### src/rtl/issue_sched_if.sv
`default_nettype none
// ============================================================================
//  Module      : issue_sched_if
//  Description : Decode-to-issue bundle for the dual-issue scheduler. The
//                decoder side (master) presents slot A/B instructions, stall,
//                flush and long-op completions; the scheduler side (slave)
//                returns issue decisions, order tags and scoreboard state.
//  Revision    : 1.0 - initial release
// ============================================================================
interface issue_sched_if #(
    parameter int REG_NUM = 32
);
    logic               a_valid;
    logic [4:0]         a_rs1;
    logic [4:0]         a_rs2;
    logic [4:0]         a_rd;
    logic               a_rs1_en;
    logic               a_rs2_en;
    logic               a_rfwe;
    logic               a_long;
    logic               a_ctrl;
    logic               b_valid;
    logic [4:0]         b_rs1;
    logic [4:0]         b_rs2;
    logic [4:0]         b_rd;
    logic               b_rs1_en;
    logic               b_rs2_en;
    logic               b_rfwe;
    logic               b_long;
    logic               ex_stall;
    logic               flush;
    logic               done_we;
    logic [4:0]         done_rd;
    logic               issue_a;
    logic               issue_b;
    logic               num_a;
    logic               num_b;
    logic [REG_NUM-1:0] busy;
    logic [2:0]         long_cnt;

    modport master (
        output a_valid, a_rs1, a_rs2, a_rd, a_rs1_en, a_rs2_en, a_rfwe, a_long, a_ctrl,
        output b_valid, b_rs1, b_rs2, b_rd, b_rs1_en, b_rs2_en, b_rfwe, b_long,
        output ex_stall, flush, done_we, done_rd,
        input  issue_a, issue_b, num_a, num_b, busy, long_cnt
    );

    modport slave (
        input  a_valid, a_rs1, a_rs2, a_rd, a_rs1_en, a_rs2_en, a_rfwe, a_long, a_ctrl,
        input  b_valid, b_rs1, b_rs2, b_rd, b_rs1_en, b_rs2_en, b_rfwe, b_long,
        input  ex_stall, flush, done_we, done_rd,
        output issue_a, issue_b, num_a, num_b, busy, long_cnt
    );
endinterface
`default_nettype wire

### src/rtl/issue_sched.sv
`default_nettype none
// ============================================================================
//  Module      : issue_sched
//  Description : Dual-issue in-order issue scheduler. Decides each cycle
//                whether slot A (older) and slot B (younger) leave ID, keeps
//                a busy scoreboard for long-latency destinations, bounds the
//                number of long ops in flight and produces WB order tags.
//  Revision    : 1.0 - initial release
// ============================================================================
module issue_sched #(
    parameter int MAX_LONG = 2,
    parameter int REG_NUM  = 32
) (
    input  wire logic    clk,
    input  wire logic    rst_n,
    issue_sched_if.slave sched
);

    localparam logic [2:0] c_max_long = 3'(MAX_LONG);

    logic [REG_NUM-1:0] r_busy;
    logic [2:0]         r_long_cnt;

    logic [31:0]        w_sb;
    logic [31:0]        w_busy_nxt;
    logic               w_hz_a;
    logic               w_hz_b;
    logic               w_pair_dep;
    logic               w_issue_a;
    logic               w_issue_b;
    logic               w_inc_a;
    logic               w_inc_b;
    logic [2:0]         w_cnt_after_a;
    logic [2:0]         w_cnt_sum;
    logic [2:0]         w_cnt_nxt;

    // Widen the scoreboard to the full 5-bit address space so any register index is safe.
    always_comb begin
        w_sb              = '0;
        w_sb[REG_NUM-1:0] = r_busy;
    end

    assign w_hz_a = (sched.a_rs1_en && w_sb[sched.a_rs1])
                  | (sched.a_rs2_en && w_sb[sched.a_rs2])
                  | (sched.a_rfwe && (sched.a_rd != 5'd0) && w_sb[sched.a_rd])
                  | (sched.a_long && (r_long_cnt >= c_max_long));

    assign w_issue_a = rst_n && sched.a_valid && !w_hz_a && !sched.ex_stall && !sched.flush;

    // B sees the credit count as if A's long op (if any) has already been taken.
    assign w_cnt_after_a = r_long_cnt + {2'b00, w_issue_a & sched.a_long};

    assign w_hz_b = (sched.b_rs1_en && w_sb[sched.b_rs1])
                  | (sched.b_rs2_en && w_sb[sched.b_rs2])
                  | (sched.b_rfwe && (sched.b_rd != 5'd0) && w_sb[sched.b_rd])
                  | (sched.b_long && (w_cnt_after_a >= c_max_long));

    assign w_pair_dep = sched.a_rfwe && (sched.a_rd != 5'd0) &&
                        ((sched.b_rs1_en && (sched.b_rs1 == sched.a_rd)) ||
                         (sched.b_rs2_en && (sched.b_rs2 == sched.a_rd)));

    assign w_issue_b = w_issue_a && sched.b_valid && !w_hz_b && !sched.a_ctrl &&
                       !w_pair_dep && !(sched.a_long && sched.b_long);

    assign w_inc_a = w_issue_a & sched.a_long;
    assign w_inc_b = w_issue_b & sched.b_long;

    // Completion clears first, then new long destinations are set so a set always wins.
    always_comb begin
        w_busy_nxt = w_sb;
        if (sched.done_we) begin
            w_busy_nxt[sched.done_rd] = 1'b0;
        end
        if (w_inc_a && sched.a_rfwe) begin
            w_busy_nxt[sched.a_rd] = 1'b1;
        end
        if (w_inc_b && sched.b_rfwe) begin
            w_busy_nxt[sched.b_rd] = 1'b1;
        end
        w_busy_nxt[0] = 1'b0;
    end

    // Credit count cannot exceed MAX_LONG, so the 3-bit sum never wraps; stray completions saturate at 0.
    assign w_cnt_sum = r_long_cnt + {2'b00, w_inc_a} + {2'b00, w_inc_b};
    assign w_cnt_nxt = (sched.done_we && (w_cnt_sum != 3'd0)) ? (w_cnt_sum - 3'd1) : w_cnt_sum;

    // Scoreboard and long-op credit registers.
    always_ff @(posedge clk) begin
        if (!rst_n) begin
            r_busy     <= '0;
            r_long_cnt <= 3'd0;
        end else begin
            r_busy     <= w_busy_nxt[REG_NUM-1:0];
            r_long_cnt <= w_cnt_nxt;
        end
    end

    // B is always the surviving writer; A yields its tag only when B issues alongside it.
    assign sched.issue_a  = w_issue_a;
    assign sched.issue_b  = w_issue_b;
    assign sched.num_a    = ~w_issue_b;
    assign sched.num_b    = 1'b1;
    assign sched.busy     = r_busy;
    assign sched.long_cnt = r_long_cnt;

endmodule
`default_nettype wire

### src/flat_wrapper.sv
// flat-port wrapper written by rule: the top's interface ports become plain ports
module issue_sched_flat 
#(
    parameter int MAX_LONG = 2,
    parameter int REG_NUM  = 32
)
  (clk, rst_n, sched_a_valid, sched_a_rs1, sched_a_rs2, sched_a_rd, sched_a_rs1_en, sched_a_rs2_en, sched_a_rfwe, sched_a_long, sched_a_ctrl, sched_b_valid, sched_b_rs1, sched_b_rs2, sched_b_rd, sched_b_rs1_en, sched_b_rs2_en, sched_b_rfwe, sched_b_long, sched_ex_stall, sched_flush, sched_done_we, sched_done_rd, sched_issue_a, sched_issue_b, sched_num_a, sched_num_b, sched_busy, sched_long_cnt);
  issue_sched_if #(.REG_NUM(REG_NUM)) sched_i ();
  input  wire logic clk;
  input  wire logic rst_n;
  input wire logic [$bits(sched_i.a_valid)-1:0] sched_a_valid;
  input wire logic [$bits(sched_i.a_rs1)-1:0] sched_a_rs1;
  input wire logic [$bits(sched_i.a_rs2)-1:0] sched_a_rs2;
  input wire logic [$bits(sched_i.a_rd)-1:0] sched_a_rd;
  input wire logic [$bits(sched_i.a_rs1_en)-1:0] sched_a_rs1_en;
  input wire logic [$bits(sched_i.a_rs2_en)-1:0] sched_a_rs2_en;
  input wire logic [$bits(sched_i.a_rfwe)-1:0] sched_a_rfwe;
  input wire logic [$bits(sched_i.a_long)-1:0] sched_a_long;
  input wire logic [$bits(sched_i.a_ctrl)-1:0] sched_a_ctrl;
  input wire logic [$bits(sched_i.b_valid)-1:0] sched_b_valid;
  input wire logic [$bits(sched_i.b_rs1)-1:0] sched_b_rs1;
  input wire logic [$bits(sched_i.b_rs2)-1:0] sched_b_rs2;
  input wire logic [$bits(sched_i.b_rd)-1:0] sched_b_rd;
  input wire logic [$bits(sched_i.b_rs1_en)-1:0] sched_b_rs1_en;
  input wire logic [$bits(sched_i.b_rs2_en)-1:0] sched_b_rs2_en;
  input wire logic [$bits(sched_i.b_rfwe)-1:0] sched_b_rfwe;
  input wire logic [$bits(sched_i.b_long)-1:0] sched_b_long;
  input wire logic [$bits(sched_i.ex_stall)-1:0] sched_ex_stall;
  input wire logic [$bits(sched_i.flush)-1:0] sched_flush;
  input wire logic [$bits(sched_i.done_we)-1:0] sched_done_we;
  input wire logic [$bits(sched_i.done_rd)-1:0] sched_done_rd;
  output wire logic [$bits(sched_i.issue_a)-1:0] sched_issue_a;
  output wire logic [$bits(sched_i.issue_b)-1:0] sched_issue_b;
  output wire logic [$bits(sched_i.num_a)-1:0] sched_num_a;
  output wire logic [$bits(sched_i.num_b)-1:0] sched_num_b;
  output wire logic [$bits(sched_i.busy)-1:0] sched_busy;
  output wire logic [$bits(sched_i.long_cnt)-1:0] sched_long_cnt;
  assign sched_i.a_valid = sched_a_valid;
  assign sched_i.a_rs1 = sched_a_rs1;
  assign sched_i.a_rs2 = sched_a_rs2;
  assign sched_i.a_rd = sched_a_rd;
  assign sched_i.a_rs1_en = sched_a_rs1_en;
  assign sched_i.a_rs2_en = sched_a_rs2_en;
  assign sched_i.a_rfwe = sched_a_rfwe;
  assign sched_i.a_long = sched_a_long;
  assign sched_i.a_ctrl = sched_a_ctrl;
  assign sched_i.b_valid = sched_b_valid;
  assign sched_i.b_rs1 = sched_b_rs1;
  assign sched_i.b_rs2 = sched_b_rs2;
  assign sched_i.b_rd = sched_b_rd;
  assign sched_i.b_rs1_en = sched_b_rs1_en;
  assign sched_i.b_rs2_en = sched_b_rs2_en;
  assign sched_i.b_rfwe = sched_b_rfwe;
  assign sched_i.b_long = sched_b_long;
  assign sched_i.ex_stall = sched_ex_stall;
  assign sched_i.flush = sched_flush;
  assign sched_i.done_we = sched_done_we;
  assign sched_i.done_rd = sched_done_rd;
  assign sched_issue_a = sched_i.issue_a;
  assign sched_issue_b = sched_i.issue_b;
  assign sched_num_a = sched_i.num_a;
  assign sched_num_b = sched_i.num_b;
  assign sched_busy = sched_i.busy;
  assign sched_long_cnt = sched_i.long_cnt;
  issue_sched #(.MAX_LONG(MAX_LONG), .REG_NUM(REG_NUM)) u_core (.clk(clk), .rst_n(rst_n), .sched(sched_i));
endmodule
### config.mk
export PLATFORM = sky130hd
export DESIGN_NAME = issue_sched_flat
export DESIGN_NICKNAME = d
export VERILOG_FILES = /design/src/rtl/issue_sched_if.sv /design/src/rtl/issue_sched.sv /design/src/flat_wrapper.sv
export SDC_FILE = /design/constraint.sdc
export NUM_CORES = 1
export LEC_CHECK = 0
export BUFFER_PORTS_ARGS = -buffer_cell sky130_fd_sc_hd__buf_2
export CORE_MARGIN = 8
export CORE_UTILIZATION = 51
export CTS_CLUSTER_DIAMETER = 100
export DETAILED_ROUTE_END_ITERATION = 7
export PLACE_DENSITY = 0.83
export SLEW_MARGIN = 20
export SYNTH_ARGS = -nofsm -noshare
export SYNTH_HDL_FRONTEND = slang
export SYNTH_SLANG_ARGS = --single-unit
### constraint.sdc
create_clock -name clk -period 5.5 [get_ports clk]
set_clock_uncertainty 0.05 [all_clocks]
set_input_delay 0.275 -clock clk [delete_from_list [all_inputs] [get_ports clk]]
set_output_delay 0.275 -clock clk [all_outputs]
set_load 0.01 [all_outputs]
# ---- Yosys cells after proc, flatten, opt, wreduce, memory -nomap -nowiden
# Index checks and enable logic that the tools add are counted.
dict set report totals {
  ff_bits 35
  latchBits 0
  mem_bits_rw 0
  rom_bits 0
  inputBits 51
  out_inout_bits 39
  wordCells 95
  mem_count 0
}
dict set report classes {
  n_addsub 3
  n_mul 0
  div 0
  n_lt_le_gt_ge 12
  n_eq_ne 2
  shifts 0
  mux 22
  n_bitwise 13
  reduce_logical 40
}
# cell n
set ops {}
lappend ops {{$mux 32} 3}
lappend ops {{$or 32x32->32} 2}
lappend ops {{$lt 5x6->1 const B} 7}
lappend ops {{$and 32x32->32} 1}
lappend ops {{$not 32->32} 1}
lappend ops {{$bmux 1 s5} 6}
lappend ops {{$logic_and 1x1->1} 29}
lappend ops {{$demux 1 s5} 3}
lappend ops {{$ge 5x1->1 const B} 3}
lappend ops {{$eq 5x5->1} 2}
lappend ops {{$reduce_bool 5->1} 2}
lappend ops {{$mux 1} 9}
lappend ops {{$logic_not 1->1} 7}
lappend ops {{$add 3x1->3} 2}
lappend ops {{$ge 3x2->1 const B} 2}
lappend ops {{$or 1x1->1} 6}
lappend ops {{$mux 3} 1}
lappend ops {{$reduce_bool 3->1} 1}
lappend ops {{$sub 3x1->3 const B} 1}
lappend ops {{$and 1x1->1} 2}
lappend ops {{$logic_or 1x1->1} 1}
lappend ops {{$not 1->1} 1}

# ---- Longest topological paths before layout
dict set report logic_depth {
  word_depth 25
  mapped_depth 27
  mapped_depth_nobuf 24
}

# ---- Worst setup path before layout
# Ideal clock, no wire load.
dict set report synth_timing {
  kind {input to register}
  from {input port sched_a_rd[1]}
  to {register u_core.r_long_cnt[1] (netlist: u_core.sched.long_cnt[1])}
  setup_ns 0.115
  t_arrival_ns 5.081
  required_time_ns 5.335
  setup_slack_ns 0.254
  cell_stages 26
  n_path_buf 3
  path_cell_list {buf_2 > buf_2 > mux2i_1 > o22ai_1 > a2111oi_0 > nand4_1 > a32oi_4 > and2b_4 > and2_1 > ha_1 > ha_1 > o31ai_1 > nand3b_1 > a211oi_1 > and4_1 > buf_1 > and4_1 > ha_1 > ha_1 > inv_1 > ha_1 > ha_1 > nand2b_1 > nand2_1 > o21ai_0 > and2_1}
}
dict set report synth_via {
  elab_chain_len 24
  elab_cells_between_ends 35
  classes_between {add/sub (3); order compare (1); eq/ne (2); mux (3); bitwise (5); reduce/logical (21)}
}
# item line
set synth_rtl {}
lappend synth_rtl {{from (decl)} flat_wrapper.sv:14} ;# input wire logic [$bits(sched_i.a_rd)-1:0] sched_a_rd;
lappend synth_rtl {{$bmux 1 s5 / $reduce_bool 5->1 (equally long branches)} issue_sched.sv:45} ;# | (sched.a_rfwe && (sched.a_rd != 5'd0) && w_sb[sched.a_rd])
lappend synth_rtl {{$mux 1 (not written as such) / $logic_and 1x1->1 (equally long branches)} issue_sched.sv:45}
lappend synth_rtl {{$logic_and 1x1->1 (*)} issue_sched.sv:45}
lappend synth_rtl {{$or 1x1->1 (*)} issue_sched.sv:45}
lappend synth_rtl {{$or 1x1->1 (*)} issue_sched.sv:46} ;# | (sched.a_long && (r_long_cnt >= c_max_long));
lappend synth_rtl {{$logic_not 1->1 (*)} issue_sched.sv:48} ;# assign w_issue_a = rst_n && sched.a_valid && !w_hz_a && !sched.ex_stall && !sched.flush;
lappend synth_rtl {{$logic_and 1x1->1 (*) (3 in a row)} issue_sched.sv:48}
lappend synth_rtl {{via sched_issue_a} flat_wrapper.sv:32} ;# output wire logic [$bits(sched_i.issue_a)-1:0] sched_issue_a;
lappend synth_rtl {{(+4 left out)} --}
lappend synth_rtl {{$or 1x1->1} issue_sched.sv:56} ;# | (sched.b_long && (w_cnt_after_a >= c_max_long));
lappend synth_rtl {{$logic_not 1->1} issue_sched.sv:62} ;# assign w_issue_b = w_issue_a && sched.b_valid && !w_hz_b && !sched.a_ctrl &&
lappend synth_rtl {{$logic_and 1x1->1 (3 in a row)} issue_sched.sv:62}
lappend synth_rtl {{$logic_and 1x1->1} issue_sched.sv:63} ;# !w_pair_dep && !(sched.a_long && sched.b_long);
lappend synth_rtl {{$and 1x1->1} issue_sched.sv:66} ;# assign w_inc_b = w_issue_b & sched.b_long;
lappend synth_rtl {{$add 3x1->3 (*)} issue_sched.sv:84} ;# assign w_cnt_sum = r_long_cnt + {2'b00, w_inc_a} + {2'b00, w_inc_b};
lappend synth_rtl {{parallel branches: the longest is 2 deep, another holds $sub 3x1->3} --}
lappend synth_rtl {{$mux 3 (*)} issue_sched.sv:85} ;# assign w_cnt_nxt = (sched.done_we && (w_cnt_sum != 3'd0)) ? (w_cnt_sum - 3'd1) : w_cnt_sum;
lappend synth_rtl {{to (signal assigned)} issue_sched.sv:94} ;# r_long_cnt <= w_cnt_nxt;
lappend synth_rtl {{to (decl)} issue_sched.sv:22} ;# logic [2:0] r_long_cnt;
# Mark *: on every way through the listed nets, which the timed path passes. The select of a mux whose other input is x is not followed.
# A chain may end at the register's enable or synchronous reset.

# ---- Worst setup path in the final report
dict set report layout_timing {
  from {register u_core.r_busy[9] (netlist: u_core.sched.busy[9])}
  to {register u_core.r_long_cnt[1] (netlist: u_core.sched.long_cnt[1])}
}
dict set report layout_via {
  elab_chain_len 25
  elab_cells_between_ends 44
  classes_between {add/sub (3); order compare (1); mux (13); bitwise (8); reduce/logical (19)}
}
# item line
set layout_rtl {}
lappend layout_rtl {{from (decl)} issue_sched.sv:21} ;# logic [REG_NUM-1:0] r_busy;
lappend layout_rtl {{from (signal assigned)} issue_sched.sv:93} ;# r_busy <= w_busy_nxt[REG_NUM-1:0];
lappend layout_rtl {{$bmux 1 s5, on equally long branches} {issue_sched.sv:43, issue_sched.sv:44}}
lappend layout_rtl {{$mux 1, on equally long branches} {issue_sched.sv:43, issue_sched.sv:44}}
lappend layout_rtl {{$logic_and 1x1->1, on equally long branches} {issue_sched.sv:43, issue_sched.sv:44}}
lappend layout_rtl {{$or 1x1->1} issue_sched.sv:44} ;# | (sched.a_rs2_en && w_sb[sched.a_rs2])
lappend layout_rtl {{$or 1x1->1} issue_sched.sv:45}
lappend layout_rtl {{$or 1x1->1} issue_sched.sv:46}
lappend layout_rtl {{$logic_not 1->1} issue_sched.sv:48}
lappend layout_rtl {{$logic_and 1x1->1 (3 in a row)} issue_sched.sv:48}
lappend layout_rtl {{(+4 left out)} --}
lappend layout_rtl {{$or 1x1->1} issue_sched.sv:56}
lappend layout_rtl {{$logic_not 1->1} issue_sched.sv:62}
lappend layout_rtl {{$logic_and 1x1->1 (3 in a row)} issue_sched.sv:62}
lappend layout_rtl {{$logic_and 1x1->1} issue_sched.sv:63}
lappend layout_rtl {{$and 1x1->1} issue_sched.sv:66}
lappend layout_rtl {{$add 3x1->3 (*)} issue_sched.sv:84}
lappend layout_rtl {{parallel branches: the longest is 2 deep, another holds $sub 3x1->3} --}
lappend layout_rtl {{$mux 3 (*)} issue_sched.sv:85}
# Every way passes the cells marked *. The select of a mux whose other input is x is not followed.

==> results by group <==
Run status
  – Outcome: finished clean

Layout
  – Share of layout cells above drive strength 1: 0.267
  – Layout area overhead: 12.9%
  – Final #Nets: 628
  – N_diodes: 0

Drt
  – Via count: 4,776
  – Wire length per cell: 24.2 um
  – DR iter-0 viols: 796
  – DR pass1 iterations: 6
  – Vias per cell: 7.05
  – Total length of routed wires: 16,400 um
  – DRC viols: 0
  – ANT nets after route: 0

Logic synthesis
  – Avg Inst Size Synth: 8.09 sq um
  – FFs w/ async S/R, synth: 0
  – Biggest area consumer among synthesized cells: dfxtp_1
  – Synth top area share: 0.165
  – Most numerous cell in the Yosys netlist: a21oi_1
  – Most frequent cells after synthesis: a21oi_1 (71), nand2_1 (53), dfxtp_1 (34), nor3_1 (34), mux2i_1 (32)
  – Synth unique cells: 59
  – Register area share after synthesis: 0.165
  – Synth Flop Type: dfxtp_1
  – Top cells by area, synth: dfxtp_1 (16%), mux4_2 (14%), a21oi_1 (8.6%)
  – Syn. warnings: 0
  – Post-Synthesis Cells: 511
  – Synth Register Bits: 34
  – Mapped Nets: 568
  – Mapped Area: 4130 sq um
  – Post-synth EDFFs: 0

Die
  – Die width: 106 um
  – Area of the core: 8050 sq um
  – Die ar.: 11,200 sq um
  – Std-Cell Rows: 33
  – Ports: 90
  – Starting Density: 0.513
  – Die height: 106 um

Worst setup path
  – Crit Path Class: reg2reg
  – Critical path's slowest cell: mux4_1
  – R2r endpoint: u_core.sched.long_cnt[1]
  – CP Capture Type: register
  – Startpoint type of the worst setup path: register
  – Critical path's most frequent cell: ha_1
  – Flop-to-flop setup slack: 0.58 ns
  – Worst r2r src: u_core.sched.busy[9]
  – Critical Path Fanout Max: 8
  – Arrival time worst endpoint: 5.07 ns
  – Crit-path cells: mux4_1 > mux2_2 > nor3b_1 > a31oi_1 > a32oi_4 > and2b_4 > and2_1 > ha_1 > ha_1 > xor2_1 > o31ai_1 > nand3b_1 > a211oi_1 > and4_1 > and4_1 > ha_1 > ha_1 > inv_1 > ha_1 > ha_1 > nand2b_1 > nand2_1 > o21ai_0 > and2_1
  – CP max stage delay: 0.56 ns
  – Worst reg-to-reg path cell count: 24
  – Worst EP required: 5.64 ns

Timing
  – Slew Limit Fails: 0
  – RSZ-0062 raised after global routing: no
  – Worst Tran Pin Value: 1.10 ns
  – Hold Violations, Final: 0
  – Final setup fails: 0
  – Final Critical Period: 4.92 ns
  – Crit share post-route: 0.895
  – Peak Freq: 203 MHz
  – Fin Setup TNS: 0 ns
  – Worst rel slew slack: 0.264
  – Worst Setup Slack, final: 0.579 ns

Clocking
  – CTS clk-pin slew, worst paths: 0.08 ns
  – Skew-Pair Late Insertion Delay: 0.29 ns
  – CTS tree: yes
  – Sinks on Clock Net: 34
  – CTS resizes: 0
  – Clock Tree Root: clkbuf_8
  – CTS Buf Count: 5
  – Maximum buffer depth of the clock tree: 2
  – H-Tree Depth: 2
  – Post-CTS setup buffer count: 0
  – Post-CTS Hold Buffers: 0

Min path
  – Hold path endpoint: u_core.sched.busy[5]
  – Hold Crit Start: sched_b_rd[2]
  – Worst Hold Depth: 3
  – HP Class: in2reg

Global routing
  – Initial antenna violation count: 0
  – GRT Resource Usage Total: 0.280
  – First-pass GRT wire length: 25,100 um
  – Pin count of the biggest net entering global routing: 41
  – Vias in the first global route: 4,644
  – Congestion Overflow GR: 0

Job
  – Max-Cap Viols: 0

Power and ir drop
  – Leak Pwr: 1.89 nW
  – PwrDens: 155 nW/um^2
  – Peak supply drop: 0.0926 mV

Place
  – GP Congestion: 0.977
  – Port Buf Inserts: 87
  – Post-Place Worst Slack: 0.467 ns
  – Detailed placement HPWL: 11,500 um
==> layout make-up <==
type | instances | area, sq um
inverters | 3 | 11.3
fillers | 752 | 3390
well taps | 105 | 131
flip-flops and latches | 34 | 681
clock inverters | 2 | 12.5
repair buffers | 95 | 495
clock buffers | 6 | 82.6
multi-input cells | 432 | 3250
==> where the power goes <==
group	total (mW)	internal, mW	switching, mW
combinational	0.251	0.105	0.145
clock	0.203	0.101	0.102
sequential	0.272	0.258	0.0139
==> critical path, delay by kind of cell, from the launching register on <==
family	cells	cell delay [ns]
buf+inv	1	0.05
mux	2	0.83
simple gates	9	1.49
xor+xnor	1	0.23
flops	1	0.48
compound gates	5	0.59
fa+ha+maj	6	1.13
==> sequential cells by signal (all words and copies together) (netlist names) <==
signal                 flops
u_core.sched.busy         31
u_core.sched.long_cnt      3
==> cell families (layout without fill, tap and decap cells) <==
logic type | Yosys count | in the layout | synth area share
xor+xnor | 13 | 13 | 0.0276
other cells | 2 | 2 | 0.00182
compound gates | 142 | 142 | 0.199
mux | 72 | 72 | 0.265
buf+inv | 45 | 106 | 0.0494
simple gates | 197 | 197 | 0.275
fa+ha+maj | 6 | 6 | 0.0182
flops | 34 | 34 | 0.165
==> layout by cell type (no fill, tap or decap), types with 14 or more instances in the layout <==
master and instances:
a21oi_1 71, buf_2 87, dfxtp_1 34, mux2i_1 32
mux4_2 26, nand2_1 53, nand3_1 14, nor3_1 34
o21ai_1 31
==> worst max-delay path by stage <==
stage,start,to
floorplan,sched_a_rd[1],u_core.sched.long_cnt[1]
global placement,sched_a_rd[1],u_core.sched.long_cnt[1]
detailed placement,sched_a_rd[1],u_core.sched.long_cnt[1]
CTS,u_core.sched.busy[9],u_core.sched.long_cnt[1]
global route,u_core.sched.busy[9],u_core.sched.long_cnt[1]
finish,u_core.sched.busy[9],u_core.sched.long_cnt[1]
==> per-stage QoR <==
stage               instance area, sq um   util  hold WS, ns  total power [mW]  instances
global route                        4660  0.579        0.443             0.766        677
CTS                                 4660  0.579        0.421             0.721        677
global placement                    4570  0.567        0.681             0.513        669
floorplan                           4130      -        0.517             0.450        511
detailed placement                  4570  0.567        0.682             0.525        669
finish                              4660  0.579        0.433             0.725        677
==> metal layers <==
| layer | GRT usage | share of wire |
|---|---|---|
| met4 | 0.131 | 0.046 |
| met1 | 0.345 | 0.35 |
| met2 | 0.447 | 0.45 |
| met5 | 0 | 0 |
| met3 | 0.0732 | 0.16 |
Power figures use the tool's default switching activity.
